===== src/rtl/branch_resolver_pkg.sv =====
// Shared definitions for the branch resolver: condition codes, FSM encoding and PC width.
package branch_resolver_pkg;

  localparam int PC_W = 16;

  localparam logic [2:0] COND_BEQ    = 3'd0;
  localparam logic [2:0] COND_BNE    = 3'd1;
  localparam logic [2:0] COND_BGT    = 3'd2;
  localparam logic [2:0] COND_BLE    = 3'd3;
  localparam logic [2:0] COND_BLT    = 3'd4;
  localparam logic [2:0] COND_BGE    = 3'd5;
  localparam logic [2:0] COND_ALWAYS = 3'd6;
  localparam logic [2:0] COND_RSVD   = 3'd7;

  localparam logic [1:0] ST_IDLE_ENC     = 2'd0;
  localparam logic [1:0] ST_EVAL_ENC     = 2'd1;
  localparam logic [1:0] ST_REDIRECT_ENC = 2'd2;
  localparam logic [1:0] ST_FLUSH_ENC    = 2'd3;

  typedef enum logic [1:0] {
    ST_IDLE     = ST_IDLE_ENC,
    ST_EVAL     = ST_EVAL_ENC,
    ST_REDIRECT = ST_REDIRECT_ENC,
    ST_FLUSH    = ST_FLUSH_ENC
  } state_t;

endpackage


===== src/rtl/branch_cond_eval.sv =====
// Combinational branch condition: (cond, zero, positive) -> take.
// Zero latency; no handshake.
module branch_cond_eval
  import branch_resolver_pkg::*;
(
  input  logic [2:0] cond,
  input  logic       z,
  input  logic       p,
  output logic       take
);

  always_comb begin
    take = 1'b0;
    case (cond)
      COND_BEQ:    take = z;
      COND_BNE:    take = !z;
      COND_BGT:    take = p;
      COND_BLE:    take = !p;
      COND_BLT:    take = !z && !p;
      COND_BGE:    take = z || p;
      COND_ALWAYS: take = 1'b1;
      COND_RSVD:   take = 1'b0;
      default:     take = 1'b0;
    endcase
  end

endmodule


===== src/rtl/branch_resolver.sv =====
// Resolves conditional branches against registered ALU flags and redirects fetch.
// Accept -> result in 2 cycles; redirect held until redir_ready, then FLUSH_CYCLES of flush.
module branch_resolver
  import branch_resolver_pkg::*;
#(
  parameter int FLUSH_CYCLES = 2,
  parameter int CNT_W        = 16
) (
  input  logic             clk,
  input  logic             reset,
  input  logic             flag_we,
  input  logic [15:0]      zero_in,
  input  logic [15:0]      pos_in,
  input  logic             br_valid,
  output logic             br_ready,
  input  logic [2:0]       br_cond,
  input  logic [PC_W-1:0]  br_pc,
  input  logic [PC_W-1:0]  br_offset,
  output logic             redir_valid,
  input  logic             redir_ready,
  output logic [PC_W-1:0]  redir_pc,
  output logic             flush,
  output logic             resolved,
  output logic             taken,
  output logic [CNT_W-1:0] br_count,
  output logic [CNT_W-1:0] taken_count
);

  localparam int FW         = (FLUSH_CYCLES > 1) ? $clog2(FLUSH_CYCLES) : 1;
  localparam int FLUSH_LOAD = (FLUSH_CYCLES > 0) ? FLUSH_CYCLES - 1 : 0;

  state_t            state_q, state_d;
  logic              z_q, z_d, p_q, p_d;
  logic [2:0]        cond_q, cond_d;
  logic [PC_W-1:0]   pc_q, pc_d, off_q, off_d;
  logic              redir_valid_q, redir_valid_d;
  logic [PC_W-1:0]   redir_pc_q, redir_pc_d;
  logic              flush_q, flush_d;
  logic [FW-1:0]     flush_cnt_q, flush_cnt_d;
  logic              resolved_q, resolved_d;
  logic              taken_q, taken_d;
  logic [CNT_W-1:0]  br_count_q, br_count_d;
  logic [CNT_W-1:0]  taken_count_q, taken_count_d;
  logic              take;

  branch_cond_eval u_cond (
    .cond (cond_q),
    .z    (z_q),
    .p    (p_q),
    .take (take)
  );

  always_comb begin
    state_d       = state_q;
    z_d           = z_q;
    p_d           = p_q;
    cond_d        = cond_q;
    pc_d          = pc_q;
    off_d         = off_q;
    redir_valid_d = redir_valid_q;
    redir_pc_d    = redir_pc_q;
    flush_d       = flush_q;
    flush_cnt_d   = flush_cnt_q;
    resolved_d    = 1'b0;
    taken_d       = taken_q;
    br_count_d    = br_count_q;
    taken_count_d = taken_count_q;

    // Flags track the ALU in every state; an in-flight redirect already holds its target.
    if (flag_we) begin
      z_d = |zero_in;
      p_d = |pos_in;
    end

    case (state_q)
      ST_IDLE: begin
        if (br_valid) begin
          cond_d  = br_cond;
          pc_d    = br_pc;
          off_d   = br_offset;
          state_d = ST_EVAL;
        end
      end
      ST_EVAL: begin
        resolved_d = 1'b1;
        taken_d    = take;
        if (br_count_q != '1) br_count_d = br_count_q + CNT_W'(1);
        if (take) begin
          if (taken_count_q != '1) taken_count_d = taken_count_q + CNT_W'(1);
          redir_valid_d = 1'b1;
          redir_pc_d    = pc_q + off_q;
          state_d       = ST_REDIRECT;
        end else begin
          state_d = ST_IDLE;
        end
      end
      ST_REDIRECT: begin
        if (redir_ready) begin
          redir_valid_d = 1'b0;
          if (FLUSH_CYCLES > 0) begin
            flush_d     = 1'b1;
            flush_cnt_d = FW'(FLUSH_LOAD);
            state_d     = ST_FLUSH;
          end else begin
            state_d = ST_IDLE;
          end
        end
      end
      ST_FLUSH: begin
        if (flush_cnt_q == '0) begin
          flush_d = 1'b0;
          state_d = ST_IDLE;
        end else begin
          flush_cnt_d = flush_cnt_q - FW'(1);
        end
      end
      default: state_d = ST_IDLE;
    endcase
  end

  always_ff @(posedge clk or negedge reset) begin
    if (!reset) begin
      state_q       <= ST_IDLE;
      z_q           <= 1'b0;
      p_q           <= 1'b0;
      cond_q        <= '0;
      pc_q          <= '0;
      off_q         <= '0;
      redir_valid_q <= 1'b0;
      redir_pc_q    <= '0;
      flush_q       <= 1'b0;
      flush_cnt_q   <= '0;
      resolved_q    <= 1'b0;
      taken_q       <= 1'b0;
      br_count_q    <= '0;
      taken_count_q <= '0;
    end else begin
      state_q       <= state_d;
      z_q           <= z_d;
      p_q           <= p_d;
      cond_q        <= cond_d;
      pc_q          <= pc_d;
      off_q         <= off_d;
      redir_valid_q <= redir_valid_d;
      redir_pc_q    <= redir_pc_d;
      flush_q       <= flush_d;
      flush_cnt_q   <= flush_cnt_d;
      resolved_q    <= resolved_d;
      taken_q       <= taken_d;
      br_count_q    <= br_count_d;
      taken_count_q <= taken_count_d;
    end
  end

  assign br_ready    = (state_q == ST_IDLE);
  assign redir_valid = redir_valid_q;
  assign redir_pc    = redir_pc_q;
  assign flush       = flush_q;
  assign resolved    = resolved_q;
  assign taken       = taken_q;
  assign br_count    = br_count_q;
  assign taken_count = taken_count_q;

endmodule


===== config.mk =====
export PLATFORM = sky130hd
export DESIGN_NAME = branch_resolver
export DESIGN_NICKNAME = d
export VERILOG_FILES = /design/src/rtl/branch_resolver_pkg.sv /design/src/rtl/branch_cond_eval.sv /design/src/rtl/branch_resolver.sv
export SDC_FILE = /design/constraint.sdc
export NUM_CORES = 1
export LEC_CHECK = 0
export ABC_AREA = 1
export CAP_MARGIN = 20
export CELL_PAD_IN_SITES_DETAIL_PLACEMENT = 1
export CELL_PAD_IN_SITES_GLOBAL_PLACEMENT = 2
export CORE_AREA = 2 2 135 137
export CTS_BUF_LIST = sky130_fd_sc_hd__clkbuf_16
export CTS_CLUSTER_SIZE = 16
export DETAILED_ROUTE_END_ITERATION = 12
export DIE_AREA = 0 0 137 139
export GPL_ROUTABILITY_DRIVEN = 0
export PLACE_DENSITY = 0.79
export SETUP_SLACK_MARGIN = 0.4
export SLEW_MARGIN = 20
export SYNTH_ARGS = -nofsm -noshare
export SYNTH_HDL_FRONTEND = slang
export SYNTH_HIERARCHICAL = 1
export SYNTH_SLANG_ARGS = --single-unit

===== constraint.sdc =====
create_clock -name clk -period 2.5 [get_ports clk]
set_clock_uncertainty 0.05 [all_clocks]
set_input_delay 0.5 -clock clk [delete_from_list [all_inputs] [get_ports clk]]
set_output_delay 0.5 -clock clk [all_outputs]
set_load 0.02 [all_outputs]

=== After elaboration in Yosys (flattened, before gate mapping) ===
Index checks and enable logic that the tools add are counted.
W data, S select, Z words.

* Register bits after elaboration: 92
* Word-level logic and storage cells: 67
* Input port bits: 72

* Reduce and logical (&&, ||, !) cells: 18
* Muxes and demuxes: 15
* $add $sub $neg: 4
* Eq/ne operators: 16

{| class="wikitable"
|+ Operator list
! kind !! number
|-
| $add A16 B1 Y16 const B || 2
|-
| $ne A16 B16 Y1 const B || 2
|-
| $reduce_or A16 Y1 || 2
|-
| $add A16 B16 Y16 || 1
|-
| $eq A3 B3 Y1 const B || 4
|-
| $reduce_and A3 Y1 || 4
|-
| $mux W2 || 4
|-
| $ne A2 B2 Y1 const B || 4
|-
| $pmux W1 S8 || 1
|-
| $pmux W2 S4 || 1
|-
| $reduce_and A2 Y1 || 4
|-
| $eq A3 B2 Y1 const B || 2
|-
| $mux W1 || 6
|-
| $pmux W1 S2 || 3
|-
| $eq A2 B2 Y1 const B || 2
|-
| $reduce_bool A2 Y1 || 2
|-
| $eq A3 B1 Y1 const B || 1
|-
| $logic_not A3 Y1 || 1
|-
| $eq A2 B1 Y1 const B || 1
|-
| $logic_not A1 Y1 || 2
|-
| $logic_not A2 Y1 || 1
|-
| $logic_and A1 B1 Y1 || 1
|-
| $logic_or A1 B1 Y1 || 1
|-
| $sub A1 B1 Y1 const B || 1
|}

=== Depth between registers and ports, before layout ===
Gate-level depths: netlist of run 1.

* Depth after elaboration: 5
* Mapped depth: 12
* Gate-level depth less buffers: 12

=== By module ===
The synthesis of run 1 kept the hierarchy.

{| class="wikitable"
|+ Modules (own cells, without submodules)
! module !! instances !! cells each !! area each (sq um)
|-
| branch_resolver || 1 || 563 || 4947.2
|-
| branch_cond_eval || 1 || 16 || 76.3
|}

=== Worst setup path before layout of run 1 ===
No wires, ideal clock.

* Path type: reg2reg
* Start point: reg pc_q[0]
* End point: reg redir_pc_q[6] (netlist: redir_pc[6])
* Setup time: 117 ps
* Path slack: 741 ps
* Required time: 2333 ps
* Arrival: 1591 ps
* Path buffers: 0
* Stages on the path, launching flop included: 10
* Cell sequence: dfrtp_1 > ha_1 > fa_1 > nand2_1 > nand2_1 > nand3_1 > nand2_1 > or2_2 > nand3_1 > nand2_1

* Longest elaborated chain between the ends: 1

{| class="wikitable"
|+ Ends and longest elaborated chain
! item !! line !! RTL
|-
| from (decl) || branch_resolver.sv:35 || <nowiki>logic [PC_W-1:0] pc_q, pc_d, off_q, off_d;</nowiki>
|-
| from (signal assigned) || branch_resolver.sv:142 || <nowiki>pc_q <= pc_d;</nowiki>
|-
| $add A16 B16 Y16 || branch_resolver.sv:91 || <nowiki>redir_pc_d = pc_q + off_q;</nowiki>
|-
| to (signal assigned) || branch_resolver.sv:145 || <nowiki>redir_pc_q <= redir_pc_d;</nowiki>
|-
| to (decl) || branch_resolver.sv:37 || <nowiki>logic [PC_W-1:0] redir_pc_q, redir_pc_d;</nowiki>
|}

Every way passes these cells.
A chain may end at the register's enable or synchronous reset.

=== Worst setup path after layout of run 1 ===
* Start point: reg br_count_q[11] (netlist: br_count[11])
* End point: out br_count[11]

{| class="wikitable"
|+ RTL lines
! item !! line !! RTL
|-
| from (decl) || branch_resolver.sv:42 || <nowiki>logic [CNT_W-1:0] br_count_q, br_count_d;</nowiki>
|-
| from (signal assigned) || branch_resolver.sv:150 || <nowiki>br_count_q <= br_count_d;</nowiki>
|-
| to (decl) || branch_resolver.sv:25 || <nowiki>output logic [CNT_W-1:0] br_count,</nowiki>
|}

No word-level cell between the ends.

==> out/qor.csv, run 1 <==
stage;metric;value;unit
status;status;completed;
yosys;synthAdderAreaFrac;4.63;%
floorplan;start_util;28.5;%
yosys;synth-simple-area-share;28.1;%
cts;cts_num_sinks;92;
drt;first_pass_iters;4;
setup_path;critPathArrivalTime;1.46;ns
setup_path;cp-end-kind;primary output;
drt;drtIter0Drc;131;
drt;drt-total-wl;13700;um
pwr;power_density;1180;nW/um2
placement;io_buffer_count;124;
global_routing;antenna_found_initial;0;
global_routing;gr-total-overflow;0;
cells_and_area;instances_no_fill;945;
setup_path;cp_top_family;buffers and inverters;
placement;dp_slack;0.412;ns
yosys;synth_warnings;6;
floorplan;die-height;139;um
run;drv_cap;0;
cts;insertion_delay;0.35;ns
sta;max_slew.worst_pin.slew;0.628;ns
pwr;p_total;8.06;mW
cts;cts_hold_buf;0;
yosys;netlist_area;5020;um2
drt;viasPerCell;4.57;
cts;ctsHtreeMaxLevel;3;
yosys;synth_flop_cell;dfrtp_1;
yosys;synth_area_leaders;dfrtp_1 (46%), nand2_1 (14%), mux2_2 (7.8%);
yosys;synthMuxAreaShare;7.85;%
sta;fmax;498;MHz
global_routing;grt_max_degree;49;
setup_path;crit_buf_inv;1;
global_routing;grt_usage;15.3;%
sta;fin_crit;2.01;ns
sta;finalHoldViolCount;0;
yosys;synth_edf_count;0;
floorplan;dieArea;19000;um2
cts;clk_pin_slew_worst_paths;0.07;ns
drt;wl_per_cell;14.5;um
cts;cts_root_buffer;clkbuf_16;
yosys;yosys-top-cells-count;nand2_1 (191), dfrtp_1 (92), inv_1 (51);
yosys;seq_area_frac_synth;45.8;%
cts;numCtsBuffers;9;
yosys;synth_top_family_by_area;simple AND/OR/NAND/NOR gates;
pwr;leakagePower;3.20;nW
cts;cts_tree;done;
setup_path;startpoint_type;flip-flop;
setup_path;crit_required;1.95;ns
sta;setup_viol;0;
sta;whs;0.108;ns
setup_path;ff2ff_setup_slack;0.59;ns
yosys;synth.net_count;669;
sta;maxSlewViolCount;0;
yosys;async_flop_share;100;%
cells_and_area;drive_gt1_share;11.7;%
yosys;synthXorXnorAreaFrac;5.58;%
setup_path;cpPeakStageDelay;0.65;ns
drt;postRouteAntennaNets;0;
yosys;synth-compound-area-share;2.59;%
setup_path;cp_max_fo;6;
sta;rsz0062_at_grt;no;
sta;setup_ws;0.493;ns
cells_and_area;fillers;2063;
pwr;vdd_ir_drop_max;0.000548;V
yosys;yosys.cell_count.top_type;nand2_1;
yosys;synth_top_area_cell;dfrtp_1;
floorplan;rows;49;
floorplan;chipWidth;137;um
drt;route.vias.total;4317;
floorplan;coreArea;17700;um2
cells_and_area;synthToLayoutAreaGrowth;36.3;%
sta;fin_crit_sh;80.3;%
global_routing;grt_pass1_vias;4596;
yosys;synth_cell_type_count;33;
yosys;yosysTopAreaCellShare;45.8;%
drt;drc;0;
cts;clockBufferDepth;2;
setup_path;cp_cell_sequence;clkdlybuf4s50_1;
yosys;syn_inst;579;
setup_path;worst_path_max_delay_cell;clkdlybuf4s50_1;
yosys;ys_seq_elements;92;
global_routing;grt_pass1_wl;23200;um
cells_and_area;diodes;0;
hold_path;hp-class;in2async;
sta;slew-limit-headroom;58.1;%
yosys;synth_area_per_cell;8.68;um2
floorplan;pin_count;125;
setup_path;worstSetupPathType;reg2out;
sta;tns;0;ns
placement;dp.cells;926;
placement;hpwl;10900;um
cells_and_area;final_nets;801;
-- what timing repair did --
action / CTS / global route
resized for setup: 2 / 2
pin swaps: 1 / 1
cloned: 1 / 0
setup endpoints to repair: 2 / 13
buffers inserted: 0 / 2
-- metrics by stage --
| stage | area (um2) | util (%) |
|---|---|---|
| after CTS | 6830 | 38.7 |
| after floorplan | 5020 | - |
| after global placement | 6530 | 37.0 |
| final | 6850 | 38.8 |
| after detailed placement | 6530 | 37.0 |
| after global routing | 6850 | 38.8 |
-- metal layers --
| metal | GRT usage [%] | routed length, um |
|---|---|---|
| met1 | 20.0 | 6290 |
| met5 | 0 | 0 |
| met2 | 25.0 | 6610 |
| met3 | 3.62 | 628 |
| met4 | 4.94 | 201 |
-- cell families (layout without fill, tap and decap cells) --
family                     Yosys count  after routing
adders and majority gates           18             18
xor gates and xnor gates            32             32
AOI/OAI and AO/OA                   24             24
buffers and inverters               63            199
muxes                               35             35
DFF                                 92             92
and+or+nand+nor                    315            316
-- power breakdown --
part | switching [mW] | total [mW] | internal [mW]
Clock | 0.590 | 1.35 | 0.763
Sequential | 0.431 | 2.48 | 2.05
Combinational | 2.42 | 4.23 | 1.81
Total | 3.44 | 8.06 | 4.62
-- cells in the final DEF, fill, tap and decap left out, types with 7 or more instances in the layout --
cell and count:
nor3_1 7, xnor2_1 9, xor2_1 23, nand2_1 191, nand4_1 7, ha_1 17, clkbuf_16 9, mux2_2 35
clkdlybuf4s50_1 121, dfrtp_1 92, inv_1 53, nor4_1 9, o21ai_0 12, nor2_1 38, nand3_1 32, a21oi_1 9
-- sequential cells by signal, summed over array words and instances, names as in the netlist, named ones only --
signal / flops
redir_pc: 16
taken_count: 16
flush_cnt_q: 1
p_q: 1
br_count: 16
pc_q: 16
redir_valid: 1
taken: 1
resolved: 1
z_q: 1
cond_q: 3
off_q: 16
flush: 1
state_q: 1
-- layout make-up --
| class | instances | area (um2) | share of cell area, % |
|---|---|---|---|
| multi-input cells | 425 | 2460 | 36.0 |
| flip-flops and latches | 92 | 2300 | 33.6 |
| repair buffers | 128 | 1290 | 18.9 |
| well taps | 229 | 287 | 4.18 |
| clock buffers | 9 | 225 | 3.29 |
| inverters | 55 | 214 | 3.12 |
| clock inverters | 7 | 60.1 | 0.877 |
-- final timing paths --
kind,startpoint,endpoint,cells after the start
hold / removal,reset,off_q[15]$_DFFE_PN0P_,1
setup / recovery,br_count[11]$_DFFE_PN0P_,br_count[11],1
max in group asynchronous,reset,pc_q[7]$_DFFE_PN0P_,2
hold reg to reg,redir_pc[14]$_DFFE_PN0P_,redir_pc[14]$_DFFE_PN0P_,2
setup reg to reg,cond_q[2]$_DFFE_PN0P_,taken_count[2]$_DFFE_PN0P_,11
min in group clk,redir_pc[14]$_DFFE_PN0P_,redir_pc[14]$_DFFE_PN0P_,2
Power figures use the tool's default switching activity.
==> run 2: changes to the inputs <==
- clock period: 2.5 -> 1.94 ns (I/O delays scaled with it)
==> out/qor.csv, run 2 (synthesis results as in run 1) <==
stage;metric;value;unit;change
placement;dp.cells;931;;was 926
setup_path;ff2ff_setup_slack;0.21;ns;was 0.59 ns
global_routing;grt_pass1_wl;24600;um;was 23200 um
cts;insertion_delay;0.35;ns;about the same
floorplan;dieArea;19000;um2;unchanged
sta;fin_crit_sh;89.3;%;
hold_path;worstHoldStart;redir_pc[0]$_DFFE_PN0P_;;
pwr;leakagePower;3.45;nW;was 3.20 nW
pwr;power_density;1570;nW/um2;was 1180 nW/um2
cells_and_area;instances_no_fill;973;;was 945
drt;drt-total-wl;15000;um;was 13700 um
pwr;vdd_ir_drop_max;0.000768;V;was 0.000548 V
drt;first_pass_iters;4;;unchanged
drt;wl_per_cell;15.4;um;was 14.5 um
cells_and_area;layout_common_cells;nand2_1 (177), dfrtp_1 (73), clkdlybuf4s50_1 (70);;was nand2_1 (191), clkdlybuf4s50_1 (121), dfrtp_1 (92)
hold_path;holdPathEnd;redir_pc[0]$_DFFE_PN0P_;;
drt;route.vias.total;4446;;was 4317
cells_and_area;final_common_cell;nand2_1;;unchanged
sta;tns;0;ns;unchanged
floorplan;die-height;139;um;unchanged
sta;finalHoldViolCount;0;;unchanged
run;drv_cap;0;;unchanged
cts;cts_root_buffer;clkbuf_16;;unchanged
sta;max_slew.worst_pin.slew;0.456;ns;was 0.628 ns
cts;clockBufferDepth;2;;unchanged
setup_path;critPathArrivalTime;1.92;ns;was 1.46 ns
setup_path;worst_r2r_endpoint;redir_pc[6]$_DFFE_PN0P_;;was taken_count[2]$_DFFE_PN0P_
status;status;completed;;unchanged
cells_and_area;diodes;0;;unchanged
global_routing;grt_pass1_vias;4879;;was 4596
sta;fmax;577;MHz;
setup_path;crit_required;2.13;ns;was 1.95 ns
sta;fin_crit;1.73;ns;
cts;cts_tree;done;;unchanged
placement;hpwl;10900;um;about the same
cts;clk_pin_slew_worst_paths;0.07;ns;about the same
drt;viasPerCell;4.57;;about the same
setup_path;worstSetupPathType;reg2reg;;was reg2out
cells_and_area;fillers;2040;;was 2063
global_routing;grt_usage;16.5;%;was 15.3%
floorplan;chipWidth;137;um;unchanged
global_routing;gr-total-overflow;0;;unchanged
setup_path;cp_max_fo;4;;was 6
setup_path;rr_worst_depth;9;;was 11
cts;ctsHtreeMaxLevel;3;;unchanged
sta;maxSlewViolCount;0;;unchanged
sta;rsz0062_at_grt;yes;;was no
global_routing;antenna_found_initial;0;;unchanged
placement;io_buffer_count;124;;unchanged
cts;cts_num_sinks;92;;unchanged
cts;numCtsBuffers;9;;unchanged
floorplan;start_util;28.5;%;unchanged
floorplan;pin_count;125;;unchanged
drt;drtIter0Drc;112;;was 131
setup_path;startpoint_type;flip-flop;;unchanged
sta;slew-limit-headroom;69.3;%;was 58.1%
drt;drc;0;;unchanged
drt;postRouteAntennaNets;0;;unchanged
hold_path;whs_path_depth;2;;
setup_path;cp-end-kind;flip-flop;;was primary output
sta;setup_viol;0;;unchanged
floorplan;rows;49;;unchanged
setup_path;r2r_start;pc_q[0]$_DFFE_PN0P_;;was cond_q[2]$_DFFE_PN0P_
global_routing;grt_max_degree;44;;was 49
cells_and_area;drive_gt1_share;28.6;%;was 11.7%
cells_and_area;utilization;42.3;%;was 38.8%
floorplan;coreArea;17700;um2;unchanged
cells_and_area;final_nets;829;;was 801
cells_and_area;synthToLayoutAreaGrowth;48.5;%;was 36.3%
hold_path;hp-class;reg2reg;;was in2async
run 2: changes by cell type in the layout (fill, tap and decap cells not counted), sizes merged, moves of 2 or more:
cell / change
clkbuf: +5
clkdlybuf4s50: -51
clkdlybuf4s15: +26
buf: +37
bufinv: +2
dlygate4sd2: +11
run 2: repair_timing:
item                                    in CTS  in global routing
endpoints found under the hold margin       29                  0
hold buffers                                 1                  0
setup buffers                               11                 13
cloned                                       1                  0
endpoints found under the setup margin      96                 82
pin swaps                                   14                 10
gates resized for setup                    154                 68
run 2: power by group:
group          leakage, nW  total, mW  switching (mW)  internal, mW
sequential            1.13       3.30           0.638          2.66
clock                0.166       2.00           0.757          1.24
combinational         2.16       6.43            3.51          2.92
total                 3.45       11.7            4.91          6.82
run 2: routing by layer:
| layer | track usage (%) | vias to the layer above | part of all wire (%) |
|---|---|---|---|
| met3 | 3.44 | 21 | 3.3 |
| li1 | - | 2173 | - |
| met1 | 19.9 | 2176 | 43 |
| met5 | 0 | - | 0 |
| met2 | 29.1 | 76 | 51 |
| met4 | 5.21 | 0 | 2.3 |
run 2: cell type report:
type | instances | area (um2) | area share [%]
repair buffers | 156 | 1490 | 20.0
clock buffers | 9 | 225 | 3.02
flip-flops and latches | 92 | 2330 | 31.2
repair inverters | 1 | 6.26 | 0.0839
well taps | 229 | 287 | 3.84
multi-input cells | 424 | 2790 | 37.4
clock inverters | 7 | 106 | 1.43
inverters | 55 | 224 | 3.00
run 2: worst max-delay path by stage:
| stage | slack [ns] | cells past startpoint | startpoint | endpoint |
|---|---|---|---|---|
| floorplan | 0.30 | 9 | off_q[0]$_DFFE_PN0P_ | redir_pc[6]$_DFFE_PN0P_ |
| global placement | 0.22 | 9 | off_q[0]$_DFFE_PN0P_ | redir_pc[6]$_DFFE_PN0P_ |
| detailed placement | 0.13 | 10 | p_q$_DFFE_PN0P_ | taken_count[9]$_DFFE_PN0P_ |
| CTS | 0.17 | 12 | cond_q[2]$_DFFE_PN0P_ | taken_count[3]$_DFFE_PN0P_ |
| global route | 0.09 | 12 | cond_q[2]$_DFFE_PN0P_ | taken_count[2]$_DFFE_PN0P_ |
| finish | 0.21 | 9 | pc_q[0]$_DFFE_PN0P_ | redir_pc[6]$_DFFE_PN0P_ |
run 2: critical path: stages (launching register included):
cell,delay (ns)
dfrtp_1,0.41
ha_4,0.18
fa_2,0.34
nand2_1,0.07
nand2_1,0.06
nand3_1,0.08
nand2_2,0.10
or2_4,0.24
nand3_2,0.06
nand2_2,0.04
run 2: per-stage QoR:
stage / worst slack, ns / hold WS [ns] / power (mW) / area [um2]
2_1_floorplan: 0.301 / 0.0424 / 7.05 / 5130
3_3_place_gp: 0.218 / 0.323 / 8.81 / 6670
3_5_place_dp: 0.133 / 0.326 / 9.02 / 6670
4_1_cts: 0.172 / 0.430 / 11.4 / 7250
5_1_grt: 0.0935 / 0.446 / 12.7 / 7460
6_report: 0.208 / 0.431 / 11.7 / 7460
